--- src/rtl/ristretto_dec_stage_pkg.sv ---
// Shared decode-stage types: control word, source-usage encodings, issue FSM states.
package ristretto_dec_stage_pkg;

    localparam int unsigned REG_IDX_W  = 5;
    localparam int unsigned INFLIGHT_W = 4;

    // src_reg_used encodings; 2'b11 also means no sources.
    localparam logic [1:0] SRC_RS1     = 2'b00;
    localparam logic [1:0] SRC_RS1_RS2 = 2'b01;
    localparam logic [1:0] SRC_NONE    = 2'b10;

    typedef struct packed {
        logic [1:0] src_reg_used;
        logic       exe_reg_wr_en;
        logic       exe_csr_en;
        logic [1:0] exe_sys_priv_en;
        logic [2:0] exe_bju_en;
    } dec_control_word_t;

    typedef enum logic [1:0] {
        RUN    = 2'd0,
        DRAIN  = 2'd1,
        SERIAL = 2'd2,
        BRWAIT = 2'd3
    } issue_state_e;

    // True when the instruction reads rs1.
    function automatic logic uses_rs1(input logic [1:0] src_reg_used);
        return (src_reg_used == SRC_RS1) || (src_reg_used == SRC_RS1_RS2);
    endfunction

    // True when the instruction reads rs2.
    function automatic logic uses_rs2(input logic [1:0] src_reg_used);
        return src_reg_used == SRC_RS1_RS2;
    endfunction

endpackage

--- src/rtl/ristretto_scoreboard.sv ---
// Busy-bit vector for in-flight destination registers. Source read ports see a
// same-cycle retirement as already cleared (result is forwardable); the rd port
// does not, so a WAW follower waits one extra cycle.
module ristretto_scoreboard
    import ristretto_dec_stage_pkg::*;
#(
    parameter int unsigned NREGS = 32
) (
    input  logic                 clk,
    input  logic                 rst_n,
    input  logic                 set_en,
    input  logic [REG_IDX_W-1:0] set_idx,
    input  logic                 clr_en,
    input  logic [REG_IDX_W-1:0] clr_idx,
    input  logic [REG_IDX_W-1:0] rs1_idx,
    input  logic [REG_IDX_W-1:0] rs2_idx,
    input  logic [REG_IDX_W-1:0] rd_idx,
    output logic                 rs1_busy_c,
    output logic                 rs2_busy_c,
    output logic                 rd_busy_c
);

    logic [NREGS-1:0] sb_q;
    logic [NREGS-1:0] sb_d;

    // Clear first so a same-cycle set of the same index wins; x0 never busy.
    always_comb begin
        sb_d = sb_q;
        if (clr_en) begin
            sb_d[clr_idx] = 1'b0;
        end
        if (set_en) begin
            sb_d[set_idx] = 1'b1;
        end
        sb_d[0] = 1'b0;
    end

    // Busy-bit register.
    always_ff @(posedge clk or negedge rst_n) begin
        if (!rst_n) begin
            sb_q <= '0;
        end else begin
            sb_q <= sb_d;
        end
    end

    // Read ports.
    always_comb begin
        rs1_busy_c = sb_q[rs1_idx] & ~(clr_en & (clr_idx == rs1_idx));
        rs2_busy_c = sb_q[rs2_idx] & ~(clr_en & (clr_idx == rs2_idx));
        rd_busy_c  = sb_q[rd_idx];
    end

endmodule

--- src/rtl/ristretto_issue_ctrl.sv ---
// Decode-to-execute issue controller: RAW/WAW interlock, in-flight limit,
// SYSTEM serialisation and branch-resolution wait.
module ristretto_issue_ctrl
    import ristretto_dec_stage_pkg::*;
#(
    parameter int unsigned MAX_INFLIGHT = 4,
    parameter int unsigned NREGS        = 32
) (
    input  logic                  clk_i,
    input  logic                  rst_ni,
    input  logic                  dec_valid_i,
    input  dec_control_word_t     dec_cw_i,
    input  logic [REG_IDX_W-1:0]  dec_rs1_i,
    input  logic [REG_IDX_W-1:0]  dec_rs2_i,
    input  logic [REG_IDX_W-1:0]  dec_rd_i,
    input  logic                  exe_ready_i,
    input  logic                  retire_i,
    input  logic                  retire_wr_i,
    input  logic [REG_IDX_W-1:0]  retire_rd_i,
    input  logic                  bju_resolved_i,
    input  logic                  flush_i,
    output logic                  issue_o,
    output logic                  dec_stall_o,
    output logic [INFLIGHT_W-1:0] inflight_o
);

    issue_state_e          state_q;
    issue_state_e          state_d;
    logic [INFLIGHT_W-1:0] inflight_q;
    logic [INFLIGHT_W-1:0] inflight_d;

    logic rs1_busy_c;
    logic rs2_busy_c;
    logic rd_busy_c;
    logic hazard_c;
    logic is_sys_c;
    logic is_bju_c;
    logic writes_rd_c;
    logic below_max_c;
    logic base_ok_c;
    logic issue_c;

    ristretto_scoreboard #(
        .NREGS (NREGS)
    ) u_scoreboard (
        .clk        (clk_i),
        .rst_n      (rst_ni),
        .set_en     (issue_c & writes_rd_c),
        .set_idx    (dec_rd_i),
        .clr_en     (retire_i & retire_wr_i),
        .clr_idx    (retire_rd_i),
        .rs1_idx    (dec_rs1_i),
        .rs2_idx    (dec_rs2_i),
        .rd_idx     (dec_rd_i),
        .rs1_busy_c (rs1_busy_c),
        .rs2_busy_c (rs2_busy_c),
        .rd_busy_c  (rd_busy_c)
    );

    // Instruction classification and state-independent issue qualification.
    always_comb begin
        writes_rd_c = dec_cw_i.exe_reg_wr_en & (dec_rd_i != '0);
        hazard_c    = (uses_rs1(dec_cw_i.src_reg_used) & rs1_busy_c)
                    | (uses_rs2(dec_cw_i.src_reg_used) & rs2_busy_c)
                    | (writes_rd_c & rd_busy_c);
        is_sys_c    = dec_cw_i.exe_csr_en | (dec_cw_i.exe_sys_priv_en != '0);
        is_bju_c    = dec_cw_i.exe_bju_en != '0;
        below_max_c = inflight_q < INFLIGHT_W'(MAX_INFLIGHT);
        base_ok_c   = dec_valid_i & exe_ready_i & ~flush_i & ~hazard_c & below_max_c;
    end

    // Issue FSM next-state and issue decision.
    always_comb begin
        state_d = state_q;
        issue_c = 1'b0;
        unique case (state_q)
            RUN: begin
                if (dec_valid_i && !flush_i && is_sys_c && (inflight_q != '0)) begin
                    state_d = DRAIN;
                end else if (base_ok_c) begin
                    issue_c = 1'b1;
                    if (is_sys_c) begin
                        state_d = SERIAL;
                    end else if (is_bju_c) begin
                        state_d = BRWAIT;
                    end
                end
            end
            DRAIN: begin
                if (flush_i || (inflight_q == '0)) begin
                    state_d = RUN;
                end
            end
            SERIAL: begin
                if (retire_i && (inflight_q == INFLIGHT_W'(1))) begin
                    state_d = RUN;
                end
            end
            BRWAIT: begin
                if (bju_resolved_i) begin
                    state_d = RUN;
                end
            end
            default: begin
                state_d = RUN;
            end
        endcase
    end

    // In-flight counter update, saturating at both ends.
    always_comb begin
        inflight_d = inflight_q;
        if (issue_c && !retire_i) begin
            if (inflight_q != '1) begin
                inflight_d = inflight_q + INFLIGHT_W'(1);
            end
        end else if (!issue_c && retire_i) begin
            if (inflight_q != '0) begin
                inflight_d = inflight_q - INFLIGHT_W'(1);
            end
        end
    end

    // State and counter registers.
    always_ff @(posedge clk_i or negedge rst_ni) begin
        if (!rst_ni) begin
            state_q    <= RUN;
            inflight_q <= '0;
        end else begin
            state_q    <= state_d;
            inflight_q <= inflight_d;
        end
    end

    // Output drive.
    always_comb begin
        issue_o     = issue_c;
        dec_stall_o = dec_valid_i & ~issue_c & ~flush_i;
        inflight_o  = inflight_q;
    end

    // Protocol checks: never retire with nothing outstanding, never issue past the limit.
    retire_when_empty_a: assert property (@(posedge clk_i) disable iff (!rst_ni)
        !(retire_i && (inflight_q == '0)));
    issue_when_full_a: assert property (@(posedge clk_i) disable iff (!rst_ni)
        !(issue_c && !below_max_c));

endmodule
--- config.mk ---
export PLATFORM = sky130hd
export DESIGN_NAME = ristretto_issue_ctrl
export DESIGN_NICKNAME = d
export VERILOG_FILES = /design/src/rtl/ristretto_dec_stage_pkg.sv /design/src/rtl/ristretto_scoreboard.sv /design/src/rtl/ristretto_issue_ctrl.sv
export SDC_FILE = /design/constraint.sdc
export NUM_CORES = 1
export LEC_CHECK = 0
export ABC_CLOCK_PERIOD_IN_PS = 3100
export CORE_ASPECT_RATIO = 0.6
export CORE_MARGIN = 2
export CORE_UTILIZATION = 45
export CTS_CLUSTER_SIZE = 24
export DETAILED_ROUTE_END_ITERATION = 7
export GPL_TIMING_DRIVEN = 0
export PLACE_DENSITY = 0.71
export SLEW_MARGIN = 5
export SYNTH_ARGS = -nofsm -noshare
export SYNTH_HDL_FRONTEND = slang
export SYNTH_HIERARCHICAL = 1
export SYNTH_SLANG_ARGS = --single-unit
--- constraint.sdc ---
create_clock -name clk_i -period 3.1 [get_ports clk_i]
set_input_delay 0.465 -clock clk_i [delete_from_list [all_inputs] [get_ports clk_i]]
set_output_delay 0.465 -clock clk_i [all_outputs]
set_load 0.02 [all_outputs]
==> reports/metrics.csv <==
metric,value,unit
status,"finished, violations left",
failing checks,setup timing,
"commonest cells after routing, fill and taps aside","43 x o21ai_0, 37 x dfrtp_1, 26 x clkdlybuf4s50_1, 22 x mux4_2, 20 x o21ai_1",
max_cap viols,0,
Total Nets Final,355,
CTS Buffer Depth,2,
largest net degree at the start of global routing,38,
total CTS buffers,5,
final max-slew violation count,0,
GR Util met1,0.400,
die area,6680,sq um
Final GP Congestion,0.916,
Syn Area/Cell,10.4,sq um
Die H,64.1,microns
top-area cell type share of the netlist area,0.342,
Final Hold Viols,0,
Worst Setup End Kind,output pin,
final number of setup-violating endpoints,9,
placed cell count,376,
Starting DRT DRC Count,220,
met3 Use GR,0.116,
net count after synthesis,301,
leakage,1.33,nW
# port buffers,35,
synth warn,6,
Worst-Margin Slew,0.862,ns
Avg Vias per Cell,6.47,
Synth area leader,dfrtp_1,
"Critical Path, Cell by Cell",buf_6 -> mux4_2 -> mux4_2 -> mux2_4 -> o311a_4 -> nor3_4 -> buf_6 -> buf_2,
Critical Path Max Stage Delay,0.47,ns
post-synthesis adder-cell area fraction,0.0139,
"Reg clk slew, reported paths",0.08,ns
Starting Density,0.475,
# hold bufs at CTS,0,
diode count,0,
fmax,314,MHz
CP arrival,2.72,ns
fin crit share,1.03,
initial antenna violation count,0,
Power Total,1.43,mW
utilization after layout,0.606,
Rows,21,
GR Util All Layers,0.272,
Worst Clk Skew,0.00948,ns
largest family of logic cells by synthesized area,multiplexers,
Startpoint Class,flop,
dpl ws,-1.03,ns
setup ws final,-0.0897,ns
Pre-Repair DR Iteration Count,5,
slowest cell on the critical path,mux4_2,
mux contribution to synthesized area,0.226,
post-synth cell types,45,
simple-gate share of the synthesized area,0.157,
die width,104,microns
sequential cell area fraction in the yosys report,0.342,
first-pass GRT wire length,13700,microns
GR peak layer,met1,
Finished Layout Cells,396,
Layout area overhead,27.5,%
vias in the first global route,2483,
wire per inst,21.7,microns
Total Wirelength,8580,microns
min Tclk post-route,3.19,ns
GRT overflow,0,
Mapped Cells,261,
Worst Path Max Fanout,5,
Post-Synth XOR/XNOR Area,0.0388,
ys flop type,dfrtp_1,
WP data required,2.63,ns
Peak VDD IR,0.207,mV
TritonCTS clock tree,yes,
num ports,43,
HP Class,input port to async pin,
CTS sink cnt,37,
"most common cell after layout, fill and taps aside",o21ai_0,
Post-synth ARST share,1.00,
# DRC,0,
worst rel slew slack,0.425,
most area-consuming cells after synthesis,"dfrtp_1 34%, mux4_2 18%, o21ai_0 12%",
P per Cell Area,414,nW/um^2
RSZ-0062 raised after global routing,true,
met2 Usage GRT,0.372,
Post-Syn Area,2710,sq um
DP HPWL,6040,microns
Yosys reg bits,37,
Clock Root Buffer,clkbuf_8,
kind of critical path,flop to output pin,
post-synthesis compound-gate area fraction,0.193,
worst-skew pair later-pin latency,0.29,ns
core area,5700,sq um
detailed-route via count,2562,
layout cell share with drive strength beyond 1,0.266,
DRT antenna net count,0,
CTS H-Tree Depth,2,
Post-synth EDFFs,0,
logic make-up (layout without fill, tap and decap cells):
logic type,after synthesis,after routing
compound gates,89,89
fa+ha+maj,3,3
xor+xnor,12,12
buf+inv,18,73
flops,37,37
mux,33,33
simple gates,69,69
worst max-delay path, delay by kind of cell (launching register included):
kind / cells / cell delay, ns
AO/OA/AOI/OAI: 1 / 0.15
AND/OR/NAND/NOR: 1 / 0.20
multiplexers: 3 / 1.19
flip-flops: 1 / 0.44
buffers and inverters: 3 / 0.44
cells in the mapped netlist, drive strengths merged, types with 4 or more instances:
library cell / number
o21ai: 65
dfrtp: 37
mux4: 22
nand2: 11
nand3b: 11
nor2: 8
or3b: 8
xnor2: 8
buf: 6
clkbuf: 6
inv: 6
mux2i: 6
mux2: 5
nand3: 5
nor2b: 5
nor3: 5
or3: 4
xor2: 4
sequential cells by signal (all words and copies together), names as in the netlist:
register	cells
u_scoreboard/sb_q	31
inflight_o	4
state_q	2
stage by stage:
stage	setup TNS, ns	cell area [sq um]	hold WS, ns
5_1_grt	-1.53	3450	0.334
4_1_cts	-0.0592	3430	0.305
6_report	-0.630	3450	0.285
3_3_place_gp	-30.60	3210	0.534
2_1_floorplan	0	2760	0.169
3_5_place_dp	-32.12	3210	0.544
routing by layer:
| metal | share of wire | vias up |
|---|---|---|
| met4 | 0.012 | 0 |
| met2 | 0.41 | 145 |
| met1 | 0.46 | 1273 |
| li1 | - | 1132 |
| met3 | 0.12 | 12 |
| met5 | 0 | - |
final cells by class:
| cell class | instances | area (sq um) |
|---|---|---|
| fillers | 465 | 2250 |
| clock buffers | 5 | 68.8 |
| inverters | 6 | 22.5 |
| repair buffers | 47 | 437 |
| plain buffers | 12 | 109 |
| flip-flops and latches | 37 | 926 |
| well taps | 80 | 100 |
| multi-input cells | 206 | 1770 |
| clock inverters | 3 | 17.5 |
final timing paths:
check	startpoint	to	slack [ns]	cells after the start
worst max-delay path	u_scoreboard/sb_q[9]$_DFF_PN0_	issue_o	-0.09	8
worst min-delay path	rst_ni	u_scoreboard/sb_q[5]$_DFF_PN0_	0.28	1
worst max register to register	u_scoreboard/sb_q[9]$_DFF_PN0_	u_scoreboard/sb_q[20]$_DFF_PN0_	-0.08	10
worst min register to register	u_scoreboard/sb_q[15]$_DFF_PN0_	u_scoreboard/sb_q[15]$_DFF_PN0_	0.57	2
max in group asynchronous	rst_ni	u_scoreboard/sb_q[16]$_DFF_PN0_	2.28	1
min in group clk_i	u_scoreboard/sb_q[15]$_DFF_PN0_	u_scoreboard/sb_q[15]$_DFF_PN0_	0.57	2
what timing repair did:
item / CTS / global route
buffers inserted: 12 / 0
resized for setup: 37 / 23
endpoints found under the setup margin: 35 / 25
pin swaps: 4 / 1
power breakdown:
part,total [mW],internal (mW),leakage [nW],switching [mW]
Combinational,0.498,0.240,0.782,0.258
Clock,0.341,0.155,0.0439,0.186
Sequential,0.592,0.530,0.506,0.0619
No activity file was read; power rests on OpenSTA's default activity.
